**config.mk**
```make
export PLATFORM = sky130hd
export DESIGN_NAME = count_event_tx
export DESIGN_NICKNAME = d
export VERILOG_FILES = /design/src/rtl/count_event_tx.sv
export SDC_FILE = /design/constraint.sdc
export NUM_CORES = 1
export LEC_CHECK = 0
export BUFFER_PORTS_ARGS = -buffer_cell sky130_fd_sc_hd__buf_2
export CORE_MARGIN = 2
export CORE_UTILIZATION = 60
export DETAILED_ROUTE_END_ITERATION = 10
export PLACE_DENSITY = 0.78
export SYNTH_ARGS = -nofsm -noshare
export SYNTH_HDL_FRONTEND = slang
export SYNTH_SLANG_ARGS = --single-unit
```
**constraint.sdc**
```tcl
create_clock -name clk -period 7.61 [get_ports clk]
set_input_delay 1.522 -clock clk [delete_from_list [all_inputs] [get_ports clk]]
set_output_delay 1.522 -clock clk [all_outputs]
set_load 0.05 [all_outputs]
```
**src/rtl/count_event_tx.sv**
```systemverilog
// count_event_tx
//   Watches an upstream counter and raises an event each time the value
//   changes. A change from the all-ones value to zero is tagged as a wrap.
//   Events wait in a small FIFO. A serial transmitter sends each one as a
//   frame on an idle-high line:
//     start(0) | WIDTH data bits, LSB first | tag | stop(1)
//   Each bit lasts BIT_CYCLES clocks.
//   Every output comes straight from a flop.
module count_event_tx #(
    parameter int WIDTH      = 4,
    parameter int FIFO_DEPTH = 4,
    parameter int BIT_CYCLES = 4
) (
    input  logic             clk,
    input  logic             reset,
    input  logic [WIDTH-1:0] count,
    input  logic             sample_en,
    output logic             tx_out,
    output logic             tx_busy,
    output logic             fifo_empty,
    output logic             fifo_full,
    output logic             overflow,
    output logic             wrap_pulse
);

    // ------------------------------------------------------------------
    // Derived sizes
    // ------------------------------------------------------------------
    localparam int AW = (FIFO_DEPTH > 1) ? $clog2(FIFO_DEPTH) : 1;
    localparam int CW = (BIT_CYCLES > 1) ? $clog2(BIT_CYCLES) : 1;
    localparam int IW = (WIDTH > 1) ? $clog2(WIDTH) : 1;
    localparam int EW = WIDTH + 1;   // event word: {tag, value}

    localparam logic [AW:0]      OCC_FULL  = (AW+1)'(FIFO_DEPTH);
    localparam logic [AW:0]      OCC_ONE   = (AW+1)'(1);
    localparam logic [CW-1:0]    CNT_LAST  = CW'(BIT_CYCLES - 1);
    localparam logic [CW-1:0]    CNT_ONE   = CW'(1);
    localparam logic [IW-1:0]    IDX_LAST  = IW'(WIDTH - 1);
    localparam logic [IW-1:0]    IDX_ONE   = IW'(1);
    localparam logic [WIDTH-1:0] COUNT_MAX = '1;
    localparam logic [WIDTH-1:0] COUNT_MIN = '0;

    typedef enum logic [2:0] {
        ST_IDLE,
        ST_START,
        ST_DATA,
        ST_TAG,
        ST_STOP
    } tx_state_t;

    // ------------------------------------------------------------------
    // Change detector
    // ------------------------------------------------------------------
    logic [WIDTH-1:0] prev_count_reg;
    logic             prev_valid_reg;
    logic             event_valid;
    logic             event_tag;
    logic             wrap_pulse_reg;

    // Event when an enabled sample differs from the last enabled sample.
    always_comb begin
        event_valid = sample_en && prev_valid_reg && (count != prev_count_reg);
        event_tag   = (prev_count_reg == COUNT_MAX) && (count == COUNT_MIN);
    end

    // Remember the last enabled sample. The first sample after reset only primes it.
    always_ff @(posedge clk) begin
        if (!reset) begin
            prev_count_reg <= '0;
            prev_valid_reg <= 1'b0;
        end else if (sample_en) begin
            prev_count_reg <= count;
            prev_valid_reg <= 1'b1;
        end
    end

    // One-cycle wrap indication. It fires even if the FIFO drops the event.
    always_ff @(posedge clk) begin
        if (!reset) begin
            wrap_pulse_reg <= 1'b0;
        end else begin
            wrap_pulse_reg <= event_valid && event_tag;
        end
    end

    // ------------------------------------------------------------------
    // Event FIFO
    // ------------------------------------------------------------------
    logic [EW-1:0] mem [FIFO_DEPTH];
    logic [AW-1:0] wr_ptr_reg;
    logic [AW-1:0] rd_ptr_reg;
    logic [AW:0]   occ_reg;
    logic [AW:0]   occ_next;
    logic          empty_reg;
    logic          full_reg;
    logic          overflow_reg;
    logic          full_now;
    logic          push;
    logic          pop;
    logic [EW-1:0] rd_data;

    // Accept an event unless the FIFO is full with no pop at the same edge.
    always_comb begin
        full_now = (occ_reg == OCC_FULL);
        push     = event_valid && (!full_now || pop);
        rd_data  = mem[rd_ptr_reg];
        occ_next = occ_reg;
        case ({push, pop})
            2'b10:   occ_next = occ_reg + OCC_ONE;
            2'b01:   occ_next = occ_reg - OCC_ONE;
            default: occ_next = occ_reg;
        endcase
    end

    // Storage array. Reset does not clear it; flushing the pointers is enough.
    always_ff @(posedge clk) begin
        if (push) begin
            mem[wr_ptr_reg] <= {event_tag, count};
        end
    end

    // Pointers, occupancy, registered flags and the sticky overflow.
    always_ff @(posedge clk) begin
        if (!reset) begin
            wr_ptr_reg   <= '0;
            rd_ptr_reg   <= '0;
            occ_reg      <= '0;
            empty_reg    <= 1'b1;
            full_reg     <= 1'b0;
            overflow_reg <= 1'b0;
        end else begin
            if (push) begin
                wr_ptr_reg <= wr_ptr_reg + AW'(1);
            end
            if (pop) begin
                rd_ptr_reg <= rd_ptr_reg + AW'(1);
            end
            occ_reg   <= occ_next;
            empty_reg <= (occ_next == '0);
            full_reg  <= (occ_next == OCC_FULL);
            if (event_valid && full_now && !pop) begin
                overflow_reg <= 1'b1;
            end
        end
    end

    // ------------------------------------------------------------------
    // Serial transmitter
    // ------------------------------------------------------------------
    tx_state_t        state_reg,   state_next;
    logic [CW-1:0]    bit_cnt_reg, bit_cnt_next;
    logic [IW-1:0]    idx_reg,     idx_next;
    logic [WIDTH-1:0] data_reg,    data_next;
    logic             tag_reg,     tag_next;
    logic             tx_reg,      tx_next;
    logic             busy_reg,    busy_next;
    logic             bit_end;

    // Next-state logic. tx_next is the line level for the state being entered,
    // so the line changes on the same edge as the state.
    always_comb begin
        state_next   = state_reg;
        bit_cnt_next = bit_cnt_reg;
        idx_next     = idx_reg;
        data_next    = data_reg;
        tag_next     = tag_reg;
        tx_next      = tx_reg;
        pop          = 1'b0;
        bit_end      = (bit_cnt_reg == CNT_LAST);

        case (state_reg)
            ST_IDLE: begin
                tx_next = 1'b1;
                if (occ_reg != '0) begin
                    pop          = 1'b1;
                    data_next    = rd_data[WIDTH-1:0];
                    tag_next     = rd_data[WIDTH];
                    bit_cnt_next = '0;
                    idx_next     = '0;
                    tx_next      = 1'b0;
                    state_next   = ST_START;
                end
            end
            ST_START: begin
                if (bit_end) begin
                    bit_cnt_next = '0;
                    idx_next     = '0;
                    tx_next      = data_reg[0];
                    state_next   = ST_DATA;
                end else begin
                    bit_cnt_next = bit_cnt_reg + CNT_ONE;
                end
            end
            ST_DATA: begin
                if (bit_end) begin
                    bit_cnt_next = '0;
                    if (idx_reg == IDX_LAST) begin
                        tx_next    = tag_reg;
                        state_next = ST_TAG;
                    end else begin
                        // Shift so that the next bit to send is always at bit 0.
                        data_next = data_reg >> 1;
                        tx_next   = data_next[0];
                        idx_next  = idx_reg + IDX_ONE;
                    end
                end else begin
                    bit_cnt_next = bit_cnt_reg + CNT_ONE;
                end
            end
            ST_TAG: begin
                if (bit_end) begin
                    bit_cnt_next = '0;
                    tx_next      = 1'b1;
                    state_next   = ST_STOP;
                end else begin
                    bit_cnt_next = bit_cnt_reg + CNT_ONE;
                end
            end
            ST_STOP: begin
                if (bit_end) begin
                    // Always return through IDLE. This gives one idle cycle between frames.
                    bit_cnt_next = '0;
                    tx_next      = 1'b1;
                    state_next   = ST_IDLE;
                end else begin
                    bit_cnt_next = bit_cnt_reg + CNT_ONE;
                end
            end
            default: begin
                tx_next    = 1'b1;
                state_next = ST_IDLE;
            end
        endcase

        busy_next = (state_next != ST_IDLE);
    end

    // Transmitter state register. A reset in the middle of a frame aborts it
    // and returns the line high.
    always_ff @(posedge clk) begin
        if (!reset) begin
            state_reg   <= ST_IDLE;
            bit_cnt_reg <= '0;
            idx_reg     <= '0;
            data_reg    <= '0;
            tag_reg     <= 1'b0;
            tx_reg      <= 1'b1;
            busy_reg    <= 1'b0;
        end else begin
            state_reg   <= state_next;
            bit_cnt_reg <= bit_cnt_next;
            idx_reg     <= idx_next;
            data_reg    <= data_next;
            tag_reg     <= tag_next;
            tx_reg      <= tx_next;
            busy_reg    <= busy_next;
        end
    end

    // ------------------------------------------------------------------
    // Outputs
    // ------------------------------------------------------------------
    assign tx_out     = tx_reg;
    assign tx_busy    = busy_reg;
    assign fifo_empty = empty_reg;
    assign fifo_full  = full_reg;
    assign overflow   = overflow_reg;
    assign wrap_pulse = wrap_pulse_reg;

endmodule

```
# After elaboration in Yosys (flattened, before gate mapping)
# Memory sizes are Yosys's and may differ from the RTL's. A register that Yosys moved wholly into a read port is not among the register bits.
# Index checks and enable logic that the tools add are counted.
totals:
  ff_bits: 30
  ram_bits: 20
  in_bits: 7
  output_inout_bits: 6
  wordCells: 96
  memories: 1
op_classes:
  addsub: 6
  eq_ne: 17
  mux: 31
  reduce_logical: 25
memory_table:
  columns: ["memory", "words", "word_bits", "read_ports", "rd_ports_with_merged_regs", "wr", "line", "source"]
  rows:
  - ["mem", 4, 5, 1, 1, 1, "89", "logic [EW-1:0] mem [FIFO_DEPTH];"]
op_table:
  columns: ["operator", "count"]
  rows:
  - ["2-to-1 mux 3 bit", 6]
  - ["case mux 3 bit (5 select lines)", 1]
  - ["2-to-1 mux 2 bit", 7]
  - ["2-to-1 mux 4 bit", 3]
  - ["equality test 3 bit, second input constant", 3]
  - ["2-to-1 mux 1 bit", 9]
  - ["nonzero test 3 bit", 3]
  - ["adder 2 x 1 -> 2 bit, second input constant", 4]
  - ["inequality test 2 bit, second input constant", 4]
  - ["case mux 4 bit (2 select lines)", 1]
  - ["logical AND 1 bit", 7]
  - ["equality test 2 bit, second input constant", 3]
  - ["equality test 3 x 2 -> 1 bit, second input constant", 2]
  - ["zero test 3 bit", 2]
  - ["case mux 2 bit (3 select lines)", 1]
  - ["case mux 3 bit (2 select lines)", 1]
  - ["AND reduction 5 bit", 1]
  - ["equality test 4 bit, second input constant", 1]
  - ["zero test 4 bit", 1]
  - ["inequality test 4 bit", 1]
  - ["case mux 1 bit (4 select lines)", 1]
  - ["case mux 2 bit (2 select lines)", 1]
  - ["AND reduction 2 bit", 2]
  - ["AND reduction 4 bit", 1]
  - ["other kinds (11)", 13]

# Depth between registers and ports, before layout
# Gate-level depths: netlist (run 1).
logic_depth:
  word_depth: 8
  ltp_mapped: 11
  ltp_nobuf: 9

# Least setup slack after synthesis (run 1)
# OpenSTA, ideal clock, no wires.
synth_timing:
  kind: "input to register"
  from: "input port sample_en"
  to: "register empty_reg, in the netlist fifo_empty"
  setup_time_ns: 0.136
  arrival_time_ns: 3.305
  t_required_ns: 7.474
  slack_ns: 4.168
  stages: 11
  path_buffers: 2
  cell_sequence: "buf_2 > nand2_1 > a41oi_2 > clkbuf_1 > nor2_1 > fa_1 > nand2_1 > nor2_1 > o211a_1 > a21oi_1 > o221ai_1"
synth_via:
  elab_chain_cells: 6
  word_cells_on_any_way: 7
  cone_classes: "eq/ne: 2; mux: 1; reduce/logical: 4"
synth_rtl:
  columns: ["element", "line", "source"]
  rows:
  - ["start: declaration", "17", "input logic sample_en,"]
  - ["logical AND 1 bit (*) (2 in a row)", "62", "event_valid = sample_en && prev_valid_reg && (count != prev_count_reg);"]
  - ["logical AND 1 bit (*)", "105", "push = event_valid && (!full_now || pop);"]
  - ["equality test 2 x 1 -> 1 bit or equality test 2 bit (tied branches)", "108", "case ({push, pop})"]
  - ["case mux 3 bit (2 select lines) (*)", "108", null]
  - ["zero test 3 bit (*)", "139", "empty_reg <= (occ_next == '0);"]
  - ["end signal: assignment", "139", null]
  - ["end: declaration", "94", "logic empty_reg;"]
# Every way passes the cells marked *; elsewhere a longest branch is shown, timed or not.
# A chain may end at the register's enable or synchronous reset.

# Worst setup path in the final report (run 1)
layout_timing:
  from: "input port count[0]"
  to: "register full_reg, in the netlist fifo_full"
layout_via:
  elab_chain_cells: 6
  word_cells_on_any_way: 7
  cone_classes: "eq/ne: 4; mux: 1; reduce/logical: 2"
layout_rtl:
  columns: ["element", "line", "source"]
  rows:
  - ["start: declaration", "16", "input logic [WIDTH-1:0] count,"]
  - ["inequality test 4 bit (*)", "62", null]
  - ["logical AND 1 bit (*)", "62", null]
  - ["logical AND 1 bit (*)", "105", null]
  - ["equality test 2 x 1 -> 1 bit or equality test 2 bit (tied branches)", "108", null]
  - ["case mux 3 bit (2 select lines) (*)", "108", null]
  - ["equality test 3 bit (*)", "140", "full_reg <= (occ_next == OCC_FULL);"]
  - ["end signal: assignment", "140", null]
  - ["end: declaration", "95", "logic full_reg;"]
# Marked as above.

==> results.txt, run 1 <==
----------------------------------------------------
[Final layout]
  Multi-input gate area ... 1090 um^2
  Synthesis-to-finish area growth ... 6.11%
  Layout Nets ... 240
  Share of final-layout standard cells stronger than drive strength 1 ... 15.0%
  Final Non-Filler Cells ... 277
  Filler cell count in the final layout ... 321
  Number of antenna diodes ... 0
  Number of flip-flops in the largest register ... 20
  Post-Route Utilization ... 65.0%
  Seq. cell area ... 1240 um^2

[Critical path]
  CP arrival ... 3.96 ns
  Worst-case reg-to-reg path depth ... 9
  Critical path data required time ... 7.85 ns
  Crit Path Max Fanout ... 23
  Start-to-end type of the worst setup path ... primary input to flop
  Critical Path Sink Type ... flop
  Kind of start point of the critical path ... primary input

[STA]
  Final worst-path setup slack ... 3.89 ns
  Final count of pins violating max slew ... 0
  Tmin final ... 3.72 ns
  Setup repair after global routing missed its margin ... no
  Clock Skew ... 0.0119 ns
  Final setup viols ... 0
  Number of hold violations in the final report ... 0
  Part of the cycle the worst path needs ... 48.9%
  Setup tns final ... 0 ns
  Relative slew margins ... 35.8%
  Maximum achievable frequency ... 0.269 GHz
  Actual transition at the worst max-transition pin ... 0.963 ns

[Logic synthesis]
  Number of distinct library cells after synthesis ... 51
  Yosys warnings ... 0
  Most frequently used cell type in the post-synthesis netlist ... sky130_fd_sc_hd__nor2_1
  Seq/Total Area, Yosys ... 51.4%
  Count of mapped cells out of synthesis ... 219
  Syn_nets ... 233
  Area share of the largest cell type after synthesis ... 26.5%
  Mean instance size in the synthesized netlist ... 11.0 um^2
  Largest cells by area after synthesis ... sky130_fd_sc_hd__dfxtp_1, sky130_fd_sc_hd__edfxtp_1, sky130_fd_sc_hd__nor2_1
  Cell type with the largest total area after synthesis ... sky130_fd_sc_hd__dfxtp_1
  Post-synth EDFFs ... 20
  Most common library cells after synthesis ... sky130_fd_sc_hd__nor2_1, sky130_fd_sc_hd__dfxtp_1, sky130_fd_sc_hd__edfxtp_1, sky130_fd_sc_hd__mux2i_1, sky130_fd_sc_hd__nand2_1
  Most common flop cell mapped by yosys ... sky130_fd_sc_hd__dfxtp_1
  Summed instance area of the synthesized netlist ... 2420 um^2
  Async set or reset register ratio after synthesis ... 0%
  Synth Register Bits ... 52

[Drt]
  Post-DR vias/cell ... 5.67
  Initial DRC Count ... 79
  Detailed-routing iteration count for the pre-antenna-repair pass ... 4
  Mean routed wirelength per cell ... 14.0 um
  Remaining antenna violation count ... 0
  DRC violations left ... 0
  Detailed-route wire length ... 3.88 mm
  Number of vias in the routed layout ... 1570

[Power]
  Maximum vdd ir drop ... 0.183 mV
  Ratio of total power to cell area ... 337 nW/um^2
  Static power due to leakage ... 0.962 nW

[Clocking]
  Maximum level of the CTS H-tree ... 2
  Maximum count of clock buffers along a single path ... 2
  Root Buffer Master ... sky130_fd_sc_hd__clkbuf_8
  Total clock sinks ... 52
  Clock tree from TritonCTS ... yes
  Post-CTS clock slew at the launch and capture registers of the worst setup and hold paths ... 0.10 ns
  Hold buffer count at CTS ... 0
  Worst-skew pair later-pin latency ... 0.30 ns
  Count of buffers added by post-CTS timing repair for setup ... 0
  Post-CTS Resized ... 0
  Number of CTS-inserted buffers ... 5

[Floorplanning]
  Core Box Area ... 3940 um^2
  Cell row count ... 23
  Horizontal extent of the die ... 67.5 um
  IO Pins ... 13
  Die area ... 4550 um^2
  Initial standard-cell utilization of the core ... 61.3%
  Die H ... 67.5 um

[GRT]
  GRT Total Usage ... 20.2%
  Global-route wire length before repair ... 6.78 mm
  Leftover overflow at the end of global routing ... 0
  Largest net degree at the start of global routing ... 27
  Number of global-route vias before repair ... 1498
  Antenna violations before repair ... 0

[Place]
  Placed Cells ... 269
  I/O Buffers ... 12
  Post-place setup slack ... 3.57 ns
  Hpwl dp ... 2.81 mm
  GPL Wtd Cong ... 0.814

[Min path]
  Path type of the worst min-delay path ... flop to flop
  Hold path cells ... 2

[Job]
  Number of maximum-capacitance violations ... 0

[Run status]
  Status ... complete, no violations

----------------------------------------------------
-- cell families (layout without fill, tap and decap cells) --
family | Yosys count | after routing | share of synthesized area [%]
simple gates | 81 | 81 | 17.1
flops | 52 | 52 | 51.4
compound gates | 32 | 32 | 9.43
mux | 20 | 20 | 11.0
buf+inv | 17 | 25 | 3.47
xor+xnor | 10 | 10 | 3.63
fa+ha+maj | 7 | 7 | 3.94
-- area by class of cell --
type	instances	area share [%]
Timing Repair Buffer	12	2.34
Multi-Input combinational cell	150	42.6
Clock inverter	3	0.830
Clock buffer	5	2.68
Sequential cell	52	48.4
Inverter	5	0.732
Tap cell	50	2.44
-- cells in the final DEF, fill, tap and decap left out, types with 3 or more instances in the layout --
cell type and count:
sky130_fd_sc_hd__mux4_2 5, sky130_fd_sc_hd__inv_1 4, sky130_fd_sc_hd__nor2_1 36, sky130_fd_sc_hd__nand2_1 12, sky130_fd_sc_hd__and3_1 5, sky130_fd_sc_hd__a211oi_1 3, sky130_fd_sc_hd__mux2i_1 12, sky130_fd_sc_hd__buf_2 12
sky130_fd_sc_hd__nor3_1 7, sky130_fd_sc_hd__nand3_1 3, sky130_fd_sc_hd__xor2_1 3, sky130_fd_sc_hd__ha_1 6, sky130_fd_sc_hd__o21ai_0 6, sky130_fd_sc_hd__edfxtp_1 20, sky130_fd_sc_hd__xnor2_1 7, sky130_fd_sc_hd__mux2_2 3
sky130_fd_sc_hd__a21oi_1 8, sky130_fd_sc_hd__clkbuf_8 5, sky130_fd_sc_hd__dfxtp_1 32
-- per-stage QoR --
stage	cell area, um^2	hold slack (ns)	power [mW]
after global routing	2560	0.509	0.924
after CTS	2560	0.470	0.870
after global placement	2470	0.446	0.710
after floorplan	2420	0.436	0.652
final	2560	0.472	0.864
after detailed placement	2470	0.455	0.714
-- path summary, 6_finish.rpt --
check,slack [ns],from,to
max,3.89,count[0],fifo_full
min,0.47,tag_reg,tag_reg
max reg2reg,4.91,prev_count_reg[0],fifo_full
min reg2reg,0.47,tag_reg,tag_reg
-- where the power goes --
group | leakage, nW | internal [mW] | switching (mW)
Clock | 0.0445 | 0.0653 | 0.0902
Sequential | 0.447 | 0.332 | 0.0440
Combinational | 0.470 | 0.136 | 0.196
Total | 0.962 | 0.533 | 0.330
-- layer usage --
layer / GRT usage (%) / vias up / part of all wire (%)
met5: 0 / - / 0
met4: 6.12 / 0 / 1.3
met3: 4.50 / 6 / 3.1
met2: 34.7 / 22 / 50
met1: 25.6 / 736 / 45
li1: - / 806 / -
-- worst max-delay path: stages --
cell and delay, ns:
sky130_fd_sc_hd__buf_2 0.14, sky130_fd_sc_hd__xnor2_1 0.14, sky130_fd_sc_hd__a41oi_2 0.81, sky130_fd_sc_hd__nor2_1 0.14
sky130_fd_sc_hd__fa_1 0.50, sky130_fd_sc_hd__nor2_1 0.15, sky130_fd_sc_hd__nor4b_2 0.20, sky130_fd_sc_hd__mux2i_1 0.12
sky130_fd_sc_hd__o211ai_2 0.11, sky130_fd_sc_hd__o21a_1 0.13
(Power assumes the default switching activity.)
==> run 2: changes to the inputs <==
- CORE_UTILIZATION: 60 -> 54
- PLACE_DENSITY: 0.78 -> 0.75
- clock period: 7.61 -> 3.08 ns (I/O delays scaled with it)
==> run 2 against run 1 <==
  * Sequential share of layout area is 0.58 points lower
  * Clock-buffer cell count unchanged
  * Critical path depth fell by 1
  * Hold slack got worse by 0.0054 ns
  * Cell area grew 1.2%
  * Highest routed layer unchanged
  * Sequential power increased by 150%
  * Non-clock buffer count is 3 higher
  * Worst setup slack worse by 3.2 ns
  * Core utilization down 5.0 points
  * Clock power grew to 2.6 times the previous value
  * Critical path type is now flop to flop
==> results.txt, run 2 (synthesized netlist as in run 1, its figures left out) <==
----------------------------------------------------
[Critical path]
  Launch point of the critical path ... occ_reg[1] (was count[0])
  Critical Path Sink Type ... flop (unchanged)
  CP top delay family ... simple AND/OR/NAND/NOR gates (was compound AO/OA/AOI/OAI gates)
  Worst-case reg-to-reg path depth ... 9 (unchanged)
  Critical register-to-register path startpoint ... occ_reg[1] (was prev_count_reg[0])
  Number of gates on the worst path with buffers counted ... 9 (was 10)
  Critical path destination ... fifo_full (unchanged)
  Crit Path Max Fanout ... 8 (was 23)
  Cell-by-cell listing of the critical path ... or3_1 > nand2_1 > nor2_1 > fa_1 > nor2_1 > nor4b_2 > mux2i_1 > o211ai_2 > o21a_1 (was buf_2 > xnor2_1 > a41oi_2 > nor2_1 > fa_1 > nor2_1 > nor4b_2 > mux2i_1 > o211ai_2 > o21a_1)
  Most frequent CP cell ... sky130_fd_sc_hd__nor2_1 (unchanged)
  CP arrival ... 2.60 ns (was 3.96 ns)
  Kind of start point of the critical path ... flop (was primary input)
  Largest stage delay on the critical path ... 0.49 ns (was 0.81 ns)
  Register-to-Register Setup Slack ... 0.73 ns (was 4.91 ns)
  Reg-to-reg critical path endpoint ... fifo_full (unchanged)
  Worst-path cell with the longest stage delay ... sky130_fd_sc_hd__or3_1 (was sky130_fd_sc_hd__a41oi_2)
  Start-to-end type of the worst setup path ... flop to flop (was primary input to flop)
  CP Buf/Inv Count ... 0 (was 1)
  Critical path data required time ... 3.34 ns (was 7.85 ns)

[Final layout]
  Share of final-layout standard cells stronger than drive strength 1 ... 16.1% (was 15.0%)
  Filler cell count in the final layout ... 377 (was 321)
  Layout Nets ... 243 (was 240)
  Most common cell after layout, fill and taps aside ... sky130_fd_sc_hd__nor2_1 (unchanged)
  Most frequent cells in the layout ... sky130_fd_sc_hd__nor2_1, sky130_fd_sc_hd__dfxtp_1, sky130_fd_sc_hd__edfxtp_1 (unchanged)
  Synthesis-to-finish area growth ... 7.41% (was 6.11%)
  Number of flip-flops in the largest register ... 20 (unchanged)
  Number of antenna diodes ... 0 (unchanged)

[Floorplanning]
  Cell row count ... 24 (was 23)
  Die H ... 70.9 um (was 67.5 um)
  Horizontal extent of the die ... 70.9 um (was 67.5 um)
  Initial standard-cell utilization of the core ... 55.9% (was 61.3%)
  Core Box Area ... 4320 um^2 (was 3940 um^2)
  IO Pins ... 13 (unchanged)
  Die area ... 5030 um^2 (was 4550 um^2)

[Drt]
  DRC violations left ... 0 (unchanged)
  Remaining antenna violation count ... 0 (unchanged)
  Detailed-route wire length ... 4.05 mm (was 3.88 mm)
  Mean routed wirelength per cell ... 14.4 um (was 14.0 um)
  Post-DR vias/cell ... 5.59 (was 5.67)
  Number of vias in the routed layout ... 1576 (was 1570)
  Initial DRC Count ... 75 (was 79)
  Detailed-routing iteration count for the pre-antenna-repair pass ... 4 (unchanged)

[STA]
  Actual transition at the worst max-transition pin ... 0.471 ns (was 0.963 ns)
  Maximum achievable frequency ... 0.426 GHz
  Setup tns final ... 0 ns (unchanged)
  Final setup viols ... 0 (unchanged)
  Setup repair after global routing missed its margin ... no (unchanged)
  Part of the cycle the worst path needs ... 76.2%
  Relative slew margins ... 68.6% (was 35.8%)
  Final count of pins violating max slew ... 0 (unchanged)
  Clock Skew ... 0.00389 ns (was 0.0119 ns)
  Tmin final ... 2.35 ns
  Number of hold violations in the final report ... 0 (unchanged)

[Min path]
  Hold Path Origin ... tag_reg (unchanged)
  Path type of the worst min-delay path ... flop to flop (unchanged)

[GRT]
  Largest net degree at the start of global routing ... 23 (was 27)
  Global-route wire length before repair ... 7.11 mm (was 6.78 mm)
  GRT Total Usage ... 18.0% (was 20.2%)
  Antenna violations before repair ... 0 (unchanged)
  Leftover overflow at the end of global routing ... 0 (unchanged)
  Number of global-route vias before repair ... 1520 (was 1498)

[Power]
  Ratio of total power to cell area ... 834 nW/um^2 (was 337 nW/um^2)
  Maximum vdd ir drop ... 0.365 mV (was 0.183 mV)
  Post-layout power ... 2.16 mW (was 0.864 mW)
  Static power due to leakage ... 0.978 nW (was 0.962 nW)

[Clocking]
  Maximum level of the CTS H-tree ... 2 (unchanged)
  Post-CTS clock slew at the launch and capture registers of the worst setup and hold paths ... 0.10 ns (about the same)
  Count of buffers added by post-CTS timing repair for setup ... 0 (unchanged)
  Worst-skew pair later-pin latency ... 0.31 ns (was 0.30 ns)
  Number of CTS-inserted buffers ... 5 (unchanged)
  Clock tree from TritonCTS ... yes (unchanged)
  Total clock sinks ... 52 (unchanged)
  Hold buffer count at CTS ... 0 (unchanged)
  Root Buffer Master ... sky130_fd_sc_hd__clkbuf_8 (unchanged)
  Maximum count of clock buffers along a single path ... 2 (unchanged)
  Post-CTS Resized ... 0 (unchanged)

[Place]
  GPL Wtd Cong ... 0.784 (was 0.814)
  I/O Buffers ... 12 (unchanged)
  Hpwl dp ... 2.82 mm (was 2.81 mm)

[Run status]
  Status ... complete, no violations (unchanged)

[Job]
  Number of maximum-capacitance violations ... 0 (unchanged)

----------------------------------------------------
==> run 2: worst min path at each step <==
stage | to | slack (ns) | depth (start not counted)
after floorplan | tag_reg | 0.44 | 2
after global placement | tag_reg | 0.45 | 2
after detailed placement | tag_reg | 0.45 | 2
after CTS | tag_reg | 0.47 | 2
after global routing | tag_reg | 0.50 | 2
final | tag_reg | 0.47 | 2
==> run 2: worst min-delay path, delay by kind of cell, from the launching register on <==
kind	cells	cell delay, ns
flip-flops	1	0.32
AND/OR/NAND/NOR	1	0.05
AO/OA/AOI/OAI	1	0.05
==> run 2: final cells by class <==
| cell class | count | area, um^2 | share of cell area [%] |
|---|---|---|---|
| clock buffer | 5 | 68.8 | 2.65 |
| clock inverter | 3 | 27.5 | 1.06 |
| inverter | 5 | 18.8 | 0.723 |
| multi-input combinational | 150 | 1090 | 42.0 |
| sequential | 52 | 1240 | 47.8 |
| tap | 52 | 65.1 | 2.51 |
| timing repair buffer | 15 | 82.6 | 3.18 |
==> run 2: where the power goes <==
part | switching [mW] | internal, mW | total, mW | leakage (nW)
clock | 0.243 | 0.167 | 0.410 | 0.0463
combinational | 0.480 | 0.345 | 0.824 | 0.485
sequential | 0.111 | 0.820 | 0.930 | 0.447
total | 0.833 | 1.33 | 2.16 | 0.978
==> run 2: per-layer routing <==
metal  up-vias  GRT usage, %  wire, um
met4         0          6.29        39
li1        808             -         -
met1       733          24.7      1970
met2        31          28.6      1900
met5         -             0         0
met3         4          3.85       135
==> run 2: stage by stage <==
stage	cell area (um^2)	hold WS (ns)	utilization [%]	setup WS [ns]	std cells
2_1_floorplan	2420	0.436	-	0.544	219
3_5_place_dp	2500	0.454	57.8	0.641	274
6_report	2590	0.467	60.0	0.734	282
5_1_grt	2590	0.501	60.0	0.563	282
3_3_place_gp	2500	0.445	57.8	0.693	274
4_1_cts	2590	0.468	60.0	0.754	282
==> run 3: changes to the inputs <==
- ABC_AREA: unset -> 1
- CORE_UTILIZATION: 54 -> 60
- PLACE_DENSITY: 0.75 -> 0.79
- clock period: 3.08 -> 2.4 ns (I/O delays scaled with it)
==> run 3 against run 2 <==
  * Core utilization up 10 points
  * Sequential share of layout area down 0.55 points
  * Largest cell class unchanged
  * Clock skew up 0.0044 ns
  * Clock-buffer cell count up 1
  * Die area down 11%
==> results.txt, run 3 <==
----------------------------------------------------
[Logic synthesis]
  Portion of netlist area occupied by mux cells ... 0% (was 11.0%)
  Mean instance size in the synthesized netlist ... 8.89 um^2 (was 11.0 um^2)
  Most common flop cell mapped by yosys ... sky130_fd_sc_hd__dfxtp_1 (unchanged)
  Synth Area in Adders ... 3.99% (was 3.94%)
  Share of the synthesized area in compound gates (AO/OA/AOI/OAI) ... 12.9% (was 9.43%)
  Number of distinct library cells after synthesis ... 32 (was 51)
  Async set or reset register ratio after synthesis ... 0% (unchanged)
  Simple logic cell fraction of the synthesized area ... 23.1% (was 17.1%)
  Most common library cells after synthesis ... sky130_fd_sc_hd__nand2_1, sky130_fd_sc_hd__inv_1, sky130_fd_sc_hd__dfxtp_1, sky130_fd_sc_hd__nor2_1, sky130_fd_sc_hd__o21ai_0 (was sky130_fd_sc_hd__nor2_1, sky130_fd_sc_hd__dfxtp_1, sky130_fd_sc_hd__edfxtp_1, sky130_fd_sc_hd__mux2i_1, sky130_fd_sc_hd__nand2_1)
  Area share of the largest cell type after synthesis ... 26.9% (was 26.5%)
  Syn_nets ... 282 (was 233)
  Post-synthesis xor/xnor area fraction ... 0% (was 3.63%)
  Largest cells by area after synthesis ... sky130_fd_sc_hd__dfxtp_1, sky130_fd_sc_hd__edfxtp_1, sky130_fd_sc_hd__nand2_1 (was sky130_fd_sc_hd__dfxtp_1, sky130_fd_sc_hd__edfxtp_1, sky130_fd_sc_hd__nor2_1)
  Summed instance area of the synthesized netlist ... 2380 um^2 (was 2420 um^2)
  Main combinational cell family by area after synthesis ... simple AND/OR/NAND/NOR gates (unchanged)
  Most frequently used cell type in the post-synthesis netlist ... sky130_fd_sc_hd__nand2_1 (was sky130_fd_sc_hd__nor2_1)
  Yosys warnings ... 0 (unchanged)
  Seq/Total Area, Yosys ... 52.1% (was 51.4%)
  Cell type with the largest total area after synthesis ... sky130_fd_sc_hd__dfxtp_1 (unchanged)
  Count of mapped cells out of synthesis ... 268 (was 219)
  Synth Register Bits ... 52 (unchanged)
  Post-synth EDFFs ... 20 (unchanged)

[STA]
  Final setup viols ... 0 (unchanged)
  Clock Skew ... 0.00830 ns (was 0.00389 ns)
  Setup tns final ... 0 ns (unchanged)
  Tmin final ... 1.93 ns (was 2.35 ns)
  Setup repair after global routing missed its margin ... no (unchanged)
  Maximum achievable frequency ... 0.519 GHz (was 0.426 GHz)
  Relative slew margins ... 66.1% (was 68.6%)
  Actual transition at the worst max-transition pin ... 0.506 ns (was 0.471 ns)
  Number of hold violations in the final report ... 0 (unchanged)
  Final count of pins violating max slew ... 0 (unchanged)
  Part of the cycle the worst path needs ... 80.3% (was 76.2%)

[Clocking]
  Root Buffer Master ... sky130_fd_sc_hd__clkbuf_8 (unchanged)
  Post-CTS Resized ... 0 (unchanged)
  Count of buffers added by post-CTS timing repair for setup ... 0 (unchanged)
  Maximum count of clock buffers along a single path ... 2 (unchanged)
  Total clock sinks ... 52 (unchanged)
  Clock tree from TritonCTS ... yes (unchanged)
  Maximum level of the CTS H-tree ... 2 (unchanged)
  Worst-skew pair later-pin latency ... 0.30 ns (was 0.31 ns)
  Number of CTS-inserted buffers ... 5 (unchanged)
  Hold buffer count at CTS ... 0 (unchanged)
  Post-CTS clock slew at the launch and capture registers of the worst setup and hold paths ... 0.09 ns (was 0.10 ns)

[GRT]
  Global-route wire length before repair ... 7.18 mm (was 7.11 mm)
  GRT Total Usage ... 21.7% (was 18.0%)
  Leftover overflow at the end of global routing ... 0 (unchanged)
  Antenna violations before repair ... 0 (unchanged)
  Number of global-route vias before repair ... 1650 (was 1520)
  Largest net degree at the start of global routing ... 20 (was 23)

[Final layout]
  Number of antenna diodes ... 0 (unchanged)
  Filler cell count in the final layout ... 303 (was 377)
  Layout Nets ... 298 (was 243)
  Share of final-layout standard cells stronger than drive strength 1 ... 15.8% (was 16.1%)
  Final Non-Filler Cells ... 333 (was 282)
  Post-Route Utilization ... 70.1% (was 60.0%)
  Synthesis-to-finish area growth ... 10.2% (was 7.41%)
  Number of flip-flops in the largest register ... 20 (unchanged)
  Most frequent cells in the layout ... sky130_fd_sc_hd__nand2_1, sky130_fd_sc_hd__inv_1, sky130_fd_sc_hd__dfxtp_1 (was sky130_fd_sc_hd__nor2_1, sky130_fd_sc_hd__dfxtp_1, sky130_fd_sc_hd__edfxtp_1)
  Most common cell after layout, fill and taps aside ... sky130_fd_sc_hd__nand2_1 (was sky130_fd_sc_hd__nor2_1)

[Critical path]
  Critical path data required time ... 2.65 ns (was 3.34 ns)
  Critical Path Sink Type ... flop (unchanged)
  Register-to-Register Setup Slack ... 0.47 ns (was 0.73 ns)
  Kind of start point of the critical path ... flop (unchanged)
  Critical register-to-register path startpoint ... state_reg[2] (was occ_reg[1])
  Reg-to-reg critical path endpoint ... fifo_full (unchanged)
  Critical path destination ... fifo_full (unchanged)
  Crit Path Max Fanout ... 10 (was 8)
  Launch point of the critical path ... state_reg[2] (was occ_reg[1])
  CP arrival ... 2.17 ns (was 2.60 ns)
  Start-to-end type of the worst setup path ... flop to flop (unchanged)
  Worst-case reg-to-reg path depth ... 11 (was 9)

[Run status]
  Status ... complete, no violations (unchanged)

[Floorplanning]
  Cell row count ... 22 (was 24)
  IO Pins ... 13 (unchanged)
  Core Box Area ... 3740 um^2 (was 4320 um^2)
  Die area ... 4490 um^2 (was 5030 um^2)
  Horizontal extent of the die ... 67.0 um (was 70.9 um)
  Initial standard-cell utilization of the core ... 63.6% (was 55.9%)
  Die H ... 67.0 um (was 70.9 um)

[Power]
  Post-layout power ... 2.88 mW (was 2.16 mW)
  Static power due to leakage ... 1.10 nW (was 0.978 nW)
  Maximum vdd ir drop ... 0.602 mV (was 0.365 mV)
  Ratio of total power to cell area ... 1100 nW/um^2 (was 834 nW/um^2)

[Drt]
  Detailed-routing iteration count for the pre-antenna-repair pass ... 4 (unchanged)
  DRC violations left ... 0 (unchanged)
  Detailed-route wire length ... 4.23 mm (was 4.05 mm)
  Remaining antenna violation count ... 0 (unchanged)
  Initial DRC Count ... 144 (was 75)
  Post-DR vias/cell ... 5.40 (was 5.59)
  Number of vias in the routed layout ... 1797 (was 1576)
  Mean routed wirelength per cell ... 12.7 um (was 14.4 um)

[Min path]
  Path type of the worst min-delay path ... primary input to flop (was flop to flop)

[Place]
  I/O Buffers ... 12 (unchanged)
  Placed Cells ... 325 (was 274)
  Hpwl dp ... 2.97 mm (was 2.82 mm)
  GPL Wtd Cong ... 0.819 (was 0.784)

[Job]
  Number of maximum-capacitance violations ... 0 (unchanged)

----------------------------------------------------
run 3: cell types whose count changed after synthesis, sizes merged, moves of 7 or more:
cell / previous run / this run
a21oi: 8 / 19
inv: 4 / 39
mux2i: 12 / 0
nand2: 12 / 48
nand3: 3 / 14
nor3: 8 / 1
o21ai: 7 / 27
xnor2: 7 / 0
run 3: area by class of cell:
type / count / area, um^2 / area share (%)
clock buffer: 6 / 72.6 / 2.76
clock inverter: 2 / 60.1 / 2.29
inverter: 42 / 171 / 6.53
multi-input combinational: 170 / 952 / 36.3
sequential: 52 / 1240 / 47.3
tap: 48 / 60.1 / 2.29
timing repair buffer: 13 / 67.6 / 2.57
run 3: metrics by stage:
| stage | cell area (um^2) | setup WS [ns] | hold WS, ns |
|---|---|---|---|
| after floorplan | 2380 | 0.457 | 0.436 |
| after global placement | 2490 | 0.267 | 0.446 |
| after detailed placement | 2490 | 0.242 | 0.457 |
| after CTS | 2630 | 0.473 | 0.414 |
| after global routing | 2630 | 0.324 | 0.417 |
| final | 2630 | 0.472 | 0.422 |
run 3: logic make-up (layout without fill, tap and decap cells):
group	after synthesis	in the layout
flip-flops	52	52
AND/OR/NAND/NOR	106	106
adder cells (fa/ha/maj)	7	7
AO/OA/AOI/OAI	57	57
buffers and inverters	46	63
run 3: report_power, final:
part | leakage, nW | switching (mW) | internal (mW)
Combinational | 0.586 | 0.692 | 0.326
Sequential | 0.444 | 0.110 | 1.06
Clock | 0.0654 | 0.279 | 0.417
run 3: how the worst min path moves through the flow:
| stage | end | from | cells after the start |
|---|---|---|---|
| floorplan | flop | rd_ptr_reg[1] | 2 |
| global placement | overflow | overflow | 1 |
| detailed placement | overflow | overflow | 1 |
| CTS | mem[3][2] | count[2] | 1 |
| global route | mem[3][2] | count[2] | 1 |
| finish | mem[3][2] | count[2] | 1 |
run 3: layer usage:
layer	up-vias	share of wire [%]	global-route usage, %
met4	0	1.4	6.89
met3	7	4.0	5.57
li1	921	-	-
met2	38	51	37.1
met1	831	43	26.7
met5	-	0	0
run 3: worst max-delay path, stage by stage, from the launching register on:
cell	delay (ns)
sky130_fd_sc_hd__dfxtp_1	0.39
sky130_fd_sc_hd__nor2_4	0.19
sky130_fd_sc_hd__nand2_4	0.11
sky130_fd_sc_hd__nor2_8	0.21
sky130_fd_sc_hd__nand2_2	0.10
sky130_fd_sc_hd__inv_1	0.07
sky130_fd_sc_hd__fa_1	0.42
sky130_fd_sc_hd__nand3_2	0.09
sky130_fd_sc_hd__nand2_2	0.05
sky130_fd_sc_hd__nor2_2	0.11
sky130_fd_sc_hd__inv_1	0.06
sky130_fd_sc_hd__nor2_2	0.06
